<file path="src/rtl/alu_pkg.sv">
// Shared definitions for the ALU arbiter slice: operation codes, FSM states, datapath width.
package alu_pkg;

  localparam int unsigned DATA_W = 8;

  localparam logic [1:0] ALU_ADD = 2'b00;
  localparam logic [1:0] ALU_SUB = 2'b01;
  localparam logic [1:0] ALU_AND = 2'b10;
  localparam logic [1:0] ALU_OR  = 2'b11;

  typedef enum logic [1:0] {
    ST_IDLE,
    ST_EXEC,
    ST_RESP
  } state_t;

endpackage

</file>
<file path="src/rtl/alu_arbiter_alu.sv">
// Combinational 8-bit ALU: ADD/SUB/AND/OR with carry-out and borrow flags.
module alu_arbiter_alu
  import alu_pkg::*;
#(
  parameter int unsigned DATA_W = alu_pkg::DATA_W
) (
  input  logic [DATA_W-1:0] a,
  input  logic [DATA_W-1:0] b,
  input  logic [1:0]        op,
  output logic [DATA_W-1:0] result,
  output logic              overflow,
  output logic              borrow
);

  logic [DATA_W:0] wide;

  always_comb begin
    wide     = '0;
    result   = '0;
    overflow = 1'b0;
    borrow   = 1'b0;
    case (op)
      ALU_ADD: begin
        wide     = {1'b0, a} + {1'b0, b};
        result   = wide[DATA_W-1:0];
        overflow = wide[DATA_W];
      end
      // The top bit of the widened difference is set exactly when a < b (unsigned).
      ALU_SUB: begin
        wide   = {1'b0, a} - {1'b0, b};
        result = wide[DATA_W-1:0];
        borrow = wide[DATA_W];
      end
      ALU_AND: result = a & b;
      ALU_OR:  result = a | b;
    endcase
  end

endmodule

</file>
<file path="src/rtl/alu_arbiter.sv">
// Two-port round-robin arbiter serialising requests through the shared ALU (IDLE -> EXEC -> RESP).
module alu_arbiter
  import alu_pkg::*;
#(
  parameter int unsigned DATA_W = alu_pkg::DATA_W
) (
  input  logic              clk,
  input  logic              rst_n,
  input  logic              req0_valid,
  output logic              req0_ready,
  input  logic [DATA_W-1:0] req0_a,
  input  logic [DATA_W-1:0] req0_b,
  input  logic [1:0]        req0_op,
  input  logic              req1_valid,
  output logic              req1_ready,
  input  logic [DATA_W-1:0] req1_a,
  input  logic [DATA_W-1:0] req1_b,
  input  logic [1:0]        req1_op,
  output logic              rsp0_valid,
  input  logic              rsp0_ready,
  output logic [DATA_W-1:0] rsp0_result,
  output logic              rsp0_overflow,
  output logic              rsp0_borrow,
  output logic              rsp1_valid,
  input  logic              rsp1_ready,
  output logic [DATA_W-1:0] rsp1_result,
  output logic              rsp1_overflow,
  output logic              rsp1_borrow,
  output logic              busy
);

  state_t            state, state_nxt;
  logic              last_grant;
  logic              owner;
  logic              grant;
  logic              accept;
  logic              rsp_fire;
  logic [DATA_W-1:0] a_q, b_q;
  logic [1:0]        op_q;
  logic [DATA_W-1:0] result_q;
  logic              overflow_q, borrow_q;
  logic              busy_q;
  logic [DATA_W-1:0] alu_result;
  logic              alu_overflow, alu_borrow;

  alu_arbiter_alu #(.DATA_W(DATA_W)) u_alu (
    .a        (a_q),
    .b        (b_q),
    .op       (op_q),
    .result   (alu_result),
    .overflow (alu_overflow),
    .borrow   (alu_borrow)
  );

  // On a tie the port that was not served last wins.
  always_comb begin
    grant = last_grant;
    if (req0_valid && !req1_valid)
      grant = 1'b0;
    else if (req1_valid && !req0_valid)
      grant = 1'b1;
    else if (req0_valid && req1_valid)
      grant = ~last_grant;
  end

  always_comb begin
    req0_ready = (state == ST_IDLE) && req0_valid && (grant == 1'b0);
    req1_ready = (state == ST_IDLE) && req1_valid && (grant == 1'b1);
    accept     = req0_ready || req1_ready;
    rsp0_valid = (state == ST_RESP) && (owner == 1'b0);
    rsp1_valid = (state == ST_RESP) && (owner == 1'b1);
    rsp_fire   = (rsp0_valid && rsp0_ready) || (rsp1_valid && rsp1_ready);
  end

  always_comb begin
    state_nxt = state;
    case (state)
      ST_IDLE: if (accept)   state_nxt = ST_EXEC;
      ST_EXEC:               state_nxt = ST_RESP;
      ST_RESP: if (rsp_fire) state_nxt = ST_IDLE;
      default:               state_nxt = ST_IDLE;
    endcase
  end

  always_ff @(posedge clk) begin
    if (!rst_n) begin
      state      <= ST_IDLE;
      last_grant <= 1'b1;
      owner      <= 1'b0;
      a_q        <= '0;
      b_q        <= '0;
      op_q       <= '0;
      result_q   <= '0;
      overflow_q <= 1'b0;
      borrow_q   <= 1'b0;
      busy_q     <= 1'b0;
    end else begin
      state  <= state_nxt;
      busy_q <= (state_nxt != ST_IDLE);
      if (accept) begin
        owner <= grant;
        a_q   <= grant ? req1_a  : req0_a;
        b_q   <= grant ? req1_b  : req0_b;
        op_q  <= grant ? req1_op : req0_op;
      end
      if (state == ST_EXEC) begin
        result_q   <= alu_result;
        overflow_q <= alu_overflow;
        borrow_q   <= alu_borrow;
      end
      if (rsp_fire)
        last_grant <= owner;
    end
  end

  assign busy          = busy_q;
  assign rsp0_result   = result_q;
  assign rsp0_overflow = overflow_q;
  assign rsp0_borrow   = borrow_q;
  assign rsp1_result   = result_q;
  assign rsp1_overflow = overflow_q;
  assign rsp1_borrow   = borrow_q;

endmodule
</file>
<file path="config.mk">
export PLATFORM = sky130hd
export DESIGN_NAME = alu_arbiter
export DESIGN_NICKNAME = d
export VERILOG_FILES = /design/src/rtl/alu_pkg.sv /design/src/rtl/alu_arbiter_alu.sv /design/src/rtl/alu_arbiter.sv
export SDC_FILE = /design/constraint.sdc
export NUM_CORES = 1
export LEC_CHECK = 0
export ABC_AREA = 1
export CORE_UTILIZATION = 35
export DETAILED_ROUTE_END_ITERATION = 10
export PLACE_DENSITY = 0.63
export SYNTH_ARGS = -nofsm -noshare
export SYNTH_HDL_FRONTEND = slang
export SYNTH_SLANG_ARGS = --single-unit
export TNS_END_PERCENT = 10
</file>
<file path="constraint.sdc">
create_clock -name clk -period 2.4 [get_ports clk]
set_input_delay 0.24 -clock clk [delete_from_list [all_inputs] [get_ports clk]]
set_output_delay 0.24 -clock clk [all_outputs]
set_load 0.03 [all_outputs]
</file>
==> run metrics <==
PD cells 599 nW/µm²; Worst EP required 2160 ps; worst endpoint data arrival time 1830 ps; CTS Sinks 33; Clock Power Share 22.6%; met1 Use GR 24.4%; Post-Synthesis Cells 372; Initial Util 36.6%; Crit Path Category primary input to output port; GRT overflow 0; met3 usage in global routing 2.76%; die area 7490 µm²; Seq/Total Area, Yosys 26.4%; Comb power frac 42.7%; Net Sw Frac 39.9%; unrepaired setup endpoints after global routing no; post-synth top area share 26.4%; later-pin clock latency in the skew report 290 ps; switching pwr 776 µW; Final #Nets 495; Crit. End Element output port; post_cts resized 0; via count 2,521; CTS root buffer clkbuf_8; Max Cap Viol 0; post-synth design cell area 2500 µm²; Syn. warnings 0; CTS buffer count 5; H-tree depth 2; GR peak layer met2; placed cell count 515; DRT iter0 DRCs 139; Post-DRT Antenna Nets 0; number of port buffers 66; Layout area overhead 29.8%; n_diodes 0; Vias per Instance 4.83; ranking of synthesized cells by area dfxtp_1 (26%), ha_1 (13%), nand2_1 (12%); Internal Pwr Total 1170 µW; Slew headroom 65.0%; DRT Pass-1 Iters 4; fmax 484 MHz; period utilization 86.1%; antenna violations before repair 0; crit start category primary input; final setup fails 0; largest net degree at the start of global routing 38; ratio of cells with drive above 1 in the final layout 5.16%; most common cell after layout, fill and taps aside nand2_1; Hold/Removal Path Class flip-flop to flip-flop; post-DP HPWL 5.01 mm; EDFF count, synth 0; Reg clk slew, reported paths 70 ps; I/O pin count 67; Syn Nets 441; grt met2 use 29.0%; final wirelength 6.38 mm; dominant synthesized flop cell dfxtp_1; most frequent cells in the layout nand2_1 (81), clkdlybuf4s50_1 (65), inv_1 (52); first-pass GRT wire length 10.6 mm; Tot GR Track Use 17.8%; worst slew pin tran 523 ps; min cycle time layout 2070 ps; post-CTS setup buffer count 0; Avg Cell Area, Syn 6.72 µm²; clock tree buffer depth 2; Final Skew 4.39 ps; DR DRC count 0; CTS tree built; Final Hold Vio Count 0; TNS Setup 0 ps; Die Wd 86.5 µm; GPL Wtd Cong 0.912; Leakage Power 0.00143 µW; run status completed; core area 6830 µm²; #FFs+latches synth 33; Die Ht 86.5 µm; Yosys top cell by area dfxtp_1; max-slew violations 0; Layout Cells excl Fill 522; Peak VDD IR 249 µV; Async SR Flop Fraction 0%; crit path max fanout 5; number of global-route vias before repair 2,335; synth unique cells 30; Routed wire per std cell 12.2 µm; Site Rows 30; CTS Hold Buffers Added 0; Flop pwr share 34.6%
registers in the layout (all words and copies together) (netlist names):
signal / flops
last_grant: 1
state: 2
a_q: 8
rsp0_borrow: 1
owner: 1
rsp0_overflow: 1
rsp0_result: 8
b_q: 8
busy: 1
op_q: 2
layer usage:
layer / wire (µm) / part of all wire [%]
met2: 2840 / 45
met3: 308 / 4.8
met1: 3150 / 49
met5: 0 / 0
met4: 80 / 1.3
through the flow:
stage                     hold slack (ps)  total power, µW  setup slack (ps)  instance area (µm²)  util, %
after global placement                473             1490               379                 3160     46.2
final                                 483             1940               334                 3250     47.5
after CTS                             488             1950               334                 3250     47.5
after detailed placement              477             1510               335                 3160     46.2
after global routing                  516             2080               281                 3250     47.5
after floorplan                       378             1270               713                 2500        -
power groups by stage:
stage | sequential [µW] | combinational [µW] | clock [µW]
after floorplan | 701 | 564 | 0
after global routing | 685 | 932 | 468
final | 674 | 830 | 440
after global placement | 682 | 811 | 0
after detailed placement | 686 | 822 | 0
after CTS | 674 | 827 | 447
cell families (layout without fill, tap and decap cells):
family / count (synthesis) / after routing / synth area share [%]
DFF: 33 / 33 / 26.4
adders and majority gates: 27 / 27 / 14.1
buffers and inverters: 77 / 131 / 14.2
and+or+nand+nor: 161 / 161 / 28.7
AOI/OAI and AO/OA: 74 / 74 / 16.6
path summary, 6_finish.rpt:
path,from,to,slack (ps),depth (start not counted)
setup reg to reg,a_q[0],rsp0_borrow,480,11
setup / recovery,req1_valid,req1_ready,330,6
hold reg to reg,rsp0_result[2],rsp0_result[2],480,2
hold / removal,rsp0_result[2],rsp0_result[2],480,2
cells in the mapped netlist, types with 10 or more instances:
library cell / number
a21oi_1: 14
a31oi_1: 21
buf_4: 10
dfxtp_1: 33
ha_1: 25
inv_1: 52
nand2_1: 81
nand3_1: 45
nor2_1: 23
o21ai_0: 20
o21ai_1: 11
area by class of cell:
type	instances	area (µm²)
fill	758	3580
multi-input combinational	262	1490
timing repair buffer	70	688
sequential	33	661
inverter	54	203
tap	96	120
clock buffer	6	82.6
clock inverter	1	7.51
worst max-delay path, cell delays in order:
cell	delay (ps)
clkdlybuf4s50_1	580
nand2_4	80
nand2_4	90
nand3_4	90
inv_1	70
clkdlybuf4s50_1	670
(Power assumes the default switching activity.)
==> RTL change 1: new RTL, same flow settings <==
The 3 states of `state_t` get a one-hot encoding in 3 bits.
--- a/src/rtl/alu_pkg.sv
+++ b/src/rtl/alu_pkg.sv
@@ -8,10 +8,10 @@
   localparam logic [1:0] ALU_AND = 2'b10;
   localparam logic [1:0] ALU_OR  = 2'b11;
 
-  typedef enum logic [1:0] {
-    ST_IDLE,
-    ST_EXEC,
-    ST_RESP
+  typedef enum logic [2:0] {
+    ST_IDLE = 3'b001,
+    ST_EXEC = 3'b010,
+    ST_RESP = 3'b100
   } state_t;
 
 endpackage
Check against the original RTL: no difference found for any inputs over 10 cycles, from zero or initial values and one cycle with rst_n low; not proved beyond that.
==> RTL change 1 against the original RTL <==
Die area increased by 4.5%; synthesized cell count decreased by 5.4%; sequential cell count increased by 1; sequential share of layout area decreased by 0.50 points; area after synthesis increased by 4.7%; count of clock-buffer cells in the layout decreased by 1; worst setup slack improved by 63 ps; design area increased by 5.6%; routed wire length decreased by 1.8%; power increased by 0.46%; critical path type is now flop to output port.
==> RTL change 1: results (changes against the original RTL) <==
grt_first_pass_wirelength_um: 10200  # was 10600 um
irDropWorstVdd_mv: 0.285  # was 0.249 mV
syn_nets: 420  # was 441
leakage_nw: 1.49  # was 1.43 nW
r2r_setup_slack_ps: 460  # was 480 ps
nFillCells: 748  # was 758
slowest_delay_ps: 690  # was 670 ps
status: "finished, final reports clean"  # unchanged
ys_types: 36  # was 30
switching_power_w: 0.000648  # was 0.000776 W
crit_fanout: 3  # was 5
hp-start: "rsp0_overflow"  # was rsp0_result[2]
wl_um: 6260  # was 6380 um
p_int_w: 0.00130  # was 0.00117 W
r2r-end: "rsp0_result[5]"  # was rsp0_borrow
hpwl_um: 4950  # was 5010 um
synth_commonest_cells: "nand2_1, inv_1, dfxtp_1, nor2_1, ha_1"  # was nand2_1, inv_1, nand3_1, dfxtp_1, ha_1
nets: 478  # was 495
hold_path_end: "rsp0_overflow"  # was rsp0_result[2]
r2r_start: "a_q[1]"  # was a_q[0]
layout-drive-gt1-share: 0.136  # was 0.0516
drt_iter0_drc: 116  # was 139
grt_max_degree: 25  # was 38
holdWs_ps: 489  # was 483 ps
grt_pass1_vias: 2337  # was 2335
synthTopCellsByArea: "dfxtp_1, ha_1, nand2_1"  # unchanged
yosysSeqAreaShare: 0.260  # was 0.264
==> RTL change 1: final cells by class <==
type,count,area share
Sequential cell,34,0.198
Multi-Input combinational cell,243,0.457
Clock buffer,5,0.0201
Inverter,54,0.0591
Timing Repair Buffer,72,0.209
Clock inverter,3,0.0201
Tap cell,99,0.0361
==> RTL change 1: cell families (layout without fill, tap and decap cells) <==
group / count (synthesis) / in the layout / share of synthesized area
compound gates: 78 / 78 / 0.176
xor+xnor: 2 / 2 / 0.00669
fa+ha+maj: 26 / 26 / 0.130
buf+inv: 75 / 134 / 0.141
flops: 34 / 34 / 0.260
mux: 18 / 18 / 0.0903
simple gates: 119 / 119 / 0.196
==> RTL change 1: worst register-to-register path, delay by kind of cell, from the launching register on <==
kind                     cells  cell delay, ps
AO/OA/AOI/OAI                1             330
adder cells (fa/ha/maj)      1             330
AND/OR/NAND/NOR              7             630
buffers and inverters        2             180
flip-flops                   1             420
==> RTL change 1: metrics by stage <==
step	cells	worst slack, ps	instance area (sq um)
2_1_floorplan	352	682	2620
3_3_place_gp	502	452	3290
3_5_place_dp	502	426	3290
4_1_cts	510	360	3430
5_1_grt	510	288	3430
6_report	510	397	3430
==> RTL change 1: worst max path at each step <==
stage	cells after the start	slack, ps	endpoint	startpoint
finish	4	400	req0_ready	state[1]
global route	5	290	req0_ready	state[0]
CTS	4	360	req0_ready	state[1]
detailed placement	6	430	req0_ready	req0_valid
global placement	6	450	req0_ready	req0_valid
floorplan	9	680	rsp0_result[2]	a_q[0]
==> RTL change 1: metal layers <==
layer  share of wire  up-vias  global-route usage
li1                -     1246                   -
met3           0.050        8              0.0280
met5               0        -                   0
met4           0.015        0              0.0543
met2            0.47       70               0.290
met1            0.47     1089               0.219
==> RTL change 2: new RTL, config.mk and constraints unchanged <==
Made on the original files. The package constant `DATA_W` goes from 8 to 12.
--- a/src/rtl/alu_pkg.sv
+++ b/src/rtl/alu_pkg.sv
@@ -1,7 +1,7 @@
 // Shared definitions for the ALU arbiter slice: operation codes, FSM states, datapath width.
 package alu_pkg;
 
-  localparam int unsigned DATA_W = 8;
+  localparam int unsigned DATA_W = 12;
 
   localparam logic [1:0] ALU_ADD = 2'b00;
   localparam logic [1:0] ALU_SUB = 2'b01;
Ports: changed (6 resized); port bits go from 67 to 91. The function was not compared with the original's and may differ.
==> RTL change 2 against the original RTL <==
Worst setup slack worse by 76 ps; register-to-register slack worse by 220 ps; sequential power is 37% higher; combinational power increased by 63%; sequential cell count increased by 12; design area is 44% higher; area after synthesis is 47% higher; power rose by 45%; hold slack improved by 5.4 ps; clock skew increased by 8.3 ps; clock power up 26%; routed wire length rose by 71%; die area grew 46%; critical path type is now flop to flop; critical endpoint is now rsp0_result[9].
==> RTL change 2: results (changes against the original RTL) <==
status: "finished, final reports clean"  # unchanged
grtUsageMet1: 0.282  # was 0.244
nFillCells: 1112  # was 758
cp_slowest_cell: "ha_1"  # was clkdlybuf4s50_1
place.gp.congestion: 0.896  # was 0.912
r2r_setup_slack_ps: 260  # was 480 ps
skew_ps: 12.6  # was 4.39 ps
layout-drive-gt1-share: 0.0452  # was 0.0516
wl_met3_um: 554  # was 308 um
synth_xor_area_frac: 0.00475  # was 0
grt_pass1_vias: 3693  # was 2335
r2r.worst_path.cells: 13  # was 11
hold_path_end: "rsp0_overflow"  # was rsp0_result[2]
crit_fanout: 7  # was 5
hp-start: "rsp0_overflow"  # was rsp0_result[2]
dpl.cell_count: 769  # was 515
drt-met1-wl_um: 5350  # was 3150 um
synth_compound_area_frac: 0.173  # was 0.166
grt_first_pass_wirelength_um: 18200  # was 10600 um
clk_pin_slew_ps: 100  # was 70 ps
grtUsageTotal: 0.208  # was 0.178
synth_commonest_cells: "nand2_1, inv_1, nand3_1, nor2_1, dfxtp_1"  # was nand2_1, inv_1, nand3_1, dfxtp_1, ha_1
yosysSeqAreaShare: 0.244  # was 0.264
syn_nets: 670  # was 441
wl_um: 10900  # was 6380 um
numPortBuffers: 90  # was 66
crit_family: "simple AND/OR/NAND/NOR gates"  # was buffers and inverters
nets: 736  # was 495
wire_per_inst_um: 14.0  # was 12.2 um
r2r-end: "rsp0_result[9]"  # was rsp0_borrow
leakage_nw: 2.10  # was 1.43 nW
worst_slew_pin_slew_ps: 544  # was 523 ps
clk_latency_ps: 310  # was 290 ps
slowest_delay_ps: 430  # was 670 ps
place_ws_ps: 269  # was 335 ps
ys_types: 34  # was 30
irDropWorstVdd_mv: 0.265  # was 0.249 mV
dr_wl_met2_um: 4880  # was 2840 um
hpwl_um: 8610  # was 5010 um
drt_iter0_drc: 225  # was 139
==> RTL change 2: cell count changes after synthesis, sizes merged, moves of 11 or more <==
cell / unedited run / this run
inv: 54 / 79
nand3: 46 / 60
o21ai: 31 / 50
dfxtp: 33 / 45
ha: 25 / 36
nand2: 85 / 132
nor2: 24 / 49
==> RTL change 2: how the worst max path moves through the flow <==
stage | endpoint | slack [ps] | cells past startpoint
after floorplan | rsp0_result[4] | 650 | 10
after global routing | rsp0_result[9] | 40 | 13
after global placement | rsp0_result[9] | 280 | 13
final | rsp0_result[9] | 260 | 13
after detailed placement | rsp0_result[9] | 270 | 13
after CTS | rsp0_result[9] | 260 | 13
==> RTL change 2: final cells by class <==
type | instances | share of cell area
Clock inverter | 1 | 0.00187
Multi-Input combinational cell | 407 | 0.477
Timing Repair Buffer | 100 | 0.207
Sequential cell | 45 | 0.192
Clock buffer | 7 | 0.0205
Tap cell | 136 | 0.0363
Inverter | 81 | 0.0654
==> RTL change 2: through the flow <==
| step | instance area, sq um | hold slack, ps |
|---|---|---|
| final | 4690 | 489 |
| after global routing | 4690 | 505 |
| after CTS | 4690 | 493 |
| after detailed placement | 4580 | 479 |
| after global placement | 4580 | 471 |
| after floorplan | 3690 | 386 |
==> RTL change 2: where the power goes <==
group	total [W]	internal, W	switching, W
Combinational	0.00135	0.000517	0.000832
Clock	0.000555	0.000267	0.000289
Sequential	0.000922	0.000834	0.0000873
Total	0.00283	0.00162	0.00121
==> RTL change 2: kinds of logic (layout without fill, tap and decap cells) <==
group / Yosys count / in the layout
flops: 45 / 45
simple gates: 252 / 252
fa+ha+maj: 38 / 38
buf+inv: 122 / 189
xor+xnor: 2 / 2
compound gates: 115 / 115
==> RTL change 2: tightest hold or removal path: stages, from the launching register on <==
cell and delay (ps):
dfxtp_1 330, nand2_1 60, a21oi_1 50
